### src/rtl/fetch_unit.sv
// Instruction fetch stage: owns the fetch PC, drives the 1-cycle imem, and buffers up to two tagged instructions for decode.
// Optional FETCH_PERF_EN adds the pop and flush performance counters.
module fetch_unit #(
    parameter int          PC_W     = 12,
    parameter logic [31:0] RESET_PC = 32'h0000_0000
) (
    input  logic            clock,
    input  logic            reset,
    input  logic            redirect_valid,
    input  logic [31:0]     redirect_pc,
    output logic [PC_W-1:0] address_imem,
    input  logic [31:0]     q_imem,
    output logic            inst_valid,
    input  logic            inst_ready,
    output logic [31:0]     inst_out,
    output logic [31:0]     inst_pc
`ifdef FETCH_PERF_EN
    ,
    output logic [31:0]     perf_fetch_cnt,
    output logic [31:0]     perf_flush_cnt
`endif
);

    logic [31:0] fpc_q, fpc_d;
    logic        inflight_q, inflight_d;
    logic [31:0] inflightPc_q, inflightPc_d;
    logic [31:0] fifoInst_q [2];
    logic [31:0] fifoInst_d [2];
    logic [31:0] fifoPc_q [2];
    logic [31:0] fifoPc_d [2];
    logic [1:0]  occ_q, occ_d;

    logic        pop;
    logic        issue;
    logic [2:0]  pending;
    logic [1:0]  occAfterPop;

    assign inst_valid   = (occ_q != 2'd0);
    assign inst_out     = fifoInst_q[0];
    assign inst_pc      = fifoPc_q[0];
    assign address_imem = fpc_q[PC_W-1:0];

    assign pop     = inst_valid & inst_ready;
    // Counts slots that will be occupied once this cycle's pop and in-flight return settle.
    assign pending = {1'b0, occ_q} + {2'b00, inflight_q} - {2'b00, pop};
    assign issue   = !redirect_valid && (pending < 3'd2);
    assign occAfterPop = occ_q - {1'b0, pop};

    always_comb begin
        fpc_d        = fpc_q;
        inflight_d   = 1'b0;
        inflightPc_d = inflightPc_q;
        fifoInst_d   = fifoInst_q;
        fifoPc_d     = fifoPc_q;
        occ_d        = occAfterPop;

        if (pop) begin
            fifoInst_d[0] = fifoInst_q[1];
            fifoPc_d[0]   = fifoPc_q[1];
        end

        if (inflight_q) begin
            if (occAfterPop == 2'd0) begin
                fifoInst_d[0] = q_imem;
                fifoPc_d[0]   = inflightPc_q;
            end else begin
                fifoInst_d[1] = q_imem;
                fifoPc_d[1]   = inflightPc_q;
            end
            occ_d = occAfterPop + 2'd1;
        end

        if (issue) begin
            inflight_d   = 1'b1;
            inflightPc_d = fpc_q;
            fpc_d        = fpc_q + 32'd1;
        end

        // A redirect drops everything buffered and the returning word; the pop above still counts.
        if (redirect_valid) begin
            fpc_d      = redirect_pc;
            occ_d      = 2'd0;
            inflight_d = 1'b0;
        end
    end

    always_ff @(posedge clock) begin
        if (reset) begin
            fpc_q        <= RESET_PC;
            inflight_q   <= 1'b0;
            inflightPc_q <= 32'd0;
            fifoInst_q   <= '{default: 32'd0};
            fifoPc_q     <= '{default: 32'd0};
            occ_q        <= 2'd0;
        end else begin
            fpc_q        <= fpc_d;
            inflight_q   <= inflight_d;
            inflightPc_q <= inflightPc_d;
            fifoInst_q   <= fifoInst_d;
            fifoPc_q     <= fifoPc_d;
            occ_q        <= occ_d;
        end
    end

`ifdef FETCH_PERF_EN
    logic [31:0] fetchCnt_q;
    logic [31:0] flushCnt_q;

    always_ff @(posedge clock) begin
        if (reset) begin
            fetchCnt_q <= 32'd0;
            flushCnt_q <= 32'd0;
        end else begin
            if (pop) begin
                fetchCnt_q <= fetchCnt_q + 32'd1;
            end
            if (redirect_valid && ((occ_q != 2'd0) || inflight_q)) begin
                flushCnt_q <= flushCnt_q + 32'd1;
            end
        end
    end

    assign perf_fetch_cnt = fetchCnt_q;
    assign perf_flush_cnt = flushCnt_q;
`endif

endmodule

### config.mk
export PLATFORM = sky130hd
export DESIGN_NAME = fetch_unit
export DESIGN_NICKNAME = d
export VERILOG_FILES = /design/src/rtl/fetch_unit.sv
export SDC_FILE = /design/constraint.sdc
export NUM_CORES = 1
export LEC_CHECK = 0
export ABC_AREA = 1
export BUFFER_PORTS_ARGS = -buffer_cell sky130_fd_sc_hd__buf_2
export CORE_UTILIZATION = 50
export DETAILED_ROUTE_END_ITERATION = 16
export GPL_ROUTABILITY_DRIVEN = 0
export HOLD_SLACK_MARGIN = 0.08
export PLACE_DENSITY = 0.78
export SKIP_LAST_GASP = 1
export SYNTH_ARGS = -nofsm -noshare
export SYNTH_HDL_FRONTEND = slang
export SYNTH_SLANG_ARGS = --single-unit
### constraint.sdc
create_clock -name clock -period 3.4 [get_ports clock]
set_input_delay 0.85 -clock clock [delete_from_list [all_inputs] [get_ports clock]]
set_output_delay 0.85 -clock clock [all_outputs]
set_load 0.1 [all_outputs]
==> results.cfg <==
[setup_path]
critical_path_class = in2reg
worstPathBufferInverterCount = 4
required_ns = 3.78
crit_chain = buf_2, nand3_1, o21ai_0, ha_1, fa_1, inv_1, nand4_4, buf_12, nor2_1, nand4_1, nand3_1, nand2_1, inv_1
cp_slowest_stage_delay_ns = 0.44
cp_slowest_cell = fa_1
ff2ff_path_depth = 12
cp-end-kind = flip-flop
critPathArrivalTime_ns = 3.16
critPathMaxFanout = 38
regToRegEndpoint = fpc_q[27]
start_kind = primary input
reg2reg_slack_ns = 0.77
rr_startpoint = occ_q[1]
crit_family = simple AND/OR/NAND/NOR gates

[cts]
ctsHtreeMaxLevel = 4
cts_sinks = 195
cts_root_buffer = clkbuf_16
cts_tree = yes
clkSlewWorstSetupHoldPaths_ns = 0.08
cts_inserted_buffers = 17
cts_hold_buf = 0
cts_setup_buffers = 0
ctsResizeCount = 0
clk_path_buf_depth = 2
insertion_delay_ns = 0.43

[sta]
period_share_pct = 81.6
setup_violations = 0
tns_ns = 0
tightest_slew_ns = 1.04
grt_setup_unrepaired = false
hold_violations = 0
fmax_ghz = 0.360
relSlewSlack_pct = 30.4
post-route-min-period_ns = 2.77
drv_slew = 0
skew_ns = 0.00859

[route]
wire_per_inst_um = 14.1
ant_nets = 0
dr.first_iter.drc_count = 772
via_per_inst = 5.31
wl_um = 22000
num_vias = 8252
drc = 0
first_pass_iters = 6

[synth]
synth_cells = 1291
synth_top_family_by_area = simple AND/OR/NAND/NOR gates
synth.area.mux_share_pct = 0
syn_avg_cell_area_um2 = 7.32
synth_warnings = 0
synthSimpleGateAreaFrac_pct = 25.8
synth.cell_area_um2 = 9460
ys_types = 38
ys_seq_area_share_pct = 41.3
synth_nets = 1364
ys_ff_latch = 195
synthArstFlopShare_pct = 0
synth_compound_area_share_pct = 15.0
synthFlopType = dfxtp_1
yosys.area_share.xor_xnor_pct = 0.741
synth_fa_ha_area_share_pct = 0.741
synth_edf_count = 0

[min_path]
hold_depth = 2
min-delay-start = inflightPc_q[10]
worst_hold_path_type = reg2reg
whs_endpoint = inflightPc_q[10]

[floorplanning]
dieHeight_um = 140
die_area_um2 = 19500
rows = 49
ios = 145
die_x_um = 140
initial_utilization_pct = 51.8
coreArea_um2 = 18300

[global_routing]
grt_max_degree = 97
grt_pass1_wl_um = 36500
grt-ovfl-total = 0
grt_use_total_pct = 23.0
antenna_found_initial = 0
grt_pass1_vias = 7329

[placed_design]
place_hpwl_um = 14600
io_buffers = 144

[finish]
drive_above_1_share_pct = 17.1
final_nets = 1385
n_antenna_cell = 0
final_core_util_pct = 56.2
areaGrowthSynthToFinish_pct = 8.63

[pwr]
p_leak_nw = 5.06
cellPowerDensity_nw_per_um2 = 579
peakVddDrop_uv = 311

[job]
cap_violations = 0

[outcome]
status = finished, final reports clean
## area by class of cell
cell class,count,area (um^2)
inverter,160,603
multi-input combinational,780,4010
clock inverter,15,163
fill,1727,8000
sequential,195,3900
clock buffer,17,425
tap,229,287
timing repair buffer,158,876
## worst max-delay path by stage
stage / from / endpoint / cells past startpoint
6_report: inst_ready / fpc_q[27] / 13
5_1_grt: inst_ready / fpc_q[11] / 13
4_1_cts: inst_ready / fpc_q[27] / 13
3_5_place_dp: inst_ready / fpc_q[11] / 12
3_3_place_gp: inst_ready / fpc_q[21] / 12
2_1_floorplan: inst_ready / fpc_q[11] / 15
## layout by cell type (no fill, tap or decap), types with 2 or more instances in the layout
| cell type | count |
|---|---|
| nand2_4 | 4 |
| a31oi_1 | 7 |
| inv_6 | 6 |
| nor2_2 | 5 |
| nor2_4 | 7 |
| nor2_8 | 2 |
| a211oi_1 | 21 |
| buf_12 | 4 |
| nand3_1 | 171 |
| xor2_1 | 6 |
| a21oi_1 | 51 |
| dfxtp_1 | 195 |
| o21ai_1 | 2 |
| buf_2 | 144 |
| nand3b_1 | 6 |
| o211ai_1 | 66 |
| clkinvlp_4 | 2 |
| nand2_2 | 8 |
| nand3_4 | 2 |
| nor3_1 | 4 |
| buf_4 | 10 |
| nand3_2 | 2 |
| nand2_1 | 197 |
| inv_2 | 5 |
| inv_1 | 154 |
| o21ai_0 | 88 |
| xnor2_1 | 2 |
| inv_8 | 5 |
| nand4_1 | 6 |
| ha_1 | 4 |
| clkbuf_16 | 17 |
| nor2_1 | 113 |
## per-stage QoR
stage | worst slack, ns | cells | hold slack (ns) | power [mW] | instance area [um^2]
detailed placement | 0.231 | 1522 | 0.469 | 4.00 | 9680
CTS | 0.658 | 1554 | 0.481 | 5.99 | 10300
global placement | 0.329 | 1522 | 0.458 | 3.98 | 9680
global route | 0.396 | 1554 | 0.501 | 6.20 | 10300
finish | 0.625 | 1554 | 0.479 | 5.95 | 10300
floorplan | 0.412 | 1291 | 0.441 | 3.84 | 9460
## cells by family after synthesis
kind of cell / count (synthesis)
buf+inv: 316
simple gates: 530
xor+xnor: 8
compound gates: 237
flops: 195
fa+ha+maj: 5
## layer usage
| metal | track usage [%] | routed length [um] | vias up |
|---|---|---|---|
| met2 | 35.1 | 9660 | 307 |
| li1 | - | - | 4205 |
| met1 | 32.8 | 10500 | 3708 |
| met3 | 4.09 | 1450 | 32 |
| met4 | 7.72 | 365 | 0 |
| met5 | 0 | 0 | - |
## sequential cells by signal (all words and copies together), names as in the netlist
register and count:
inflightPc_q 32, inst_pc 32, fifoPc_q 32, fpc_q 32
inst_out 32, inflight_q 1, fifoInst_q 32, occ_q 2
## report_power, final
group	switching (mW)	internal [mW]	total [mW]
clock	0.949	1.05	2.00
combinational	1.09	0.288	1.38
sequential	0.114	2.46	2.57
total	2.16	3.80	5.95
## synth_stat cells, drive strengths merged (21+ instances only)
master | n | area, um^2
nand2 | 209 | 822
dfxtp | 195 | 3900
nand3 | 175 | 911
inv | 159 | 597
nor2 | 127 | 569
buf | 118 | 802
o21ai | 90 | 450
o211ai | 66 | 495
a21oi | 51 | 255
clkbuf | 38 | 153
a211oi | 21 | 158
## tightest hold or removal path, delay by kind of cell, from the launching register on
family	cells	cell delay, ns
compound gates	1	0.06
buf+inv	1	0.07
flops	1	0.31
Note: power is estimated with default switching activity, not from simulation.
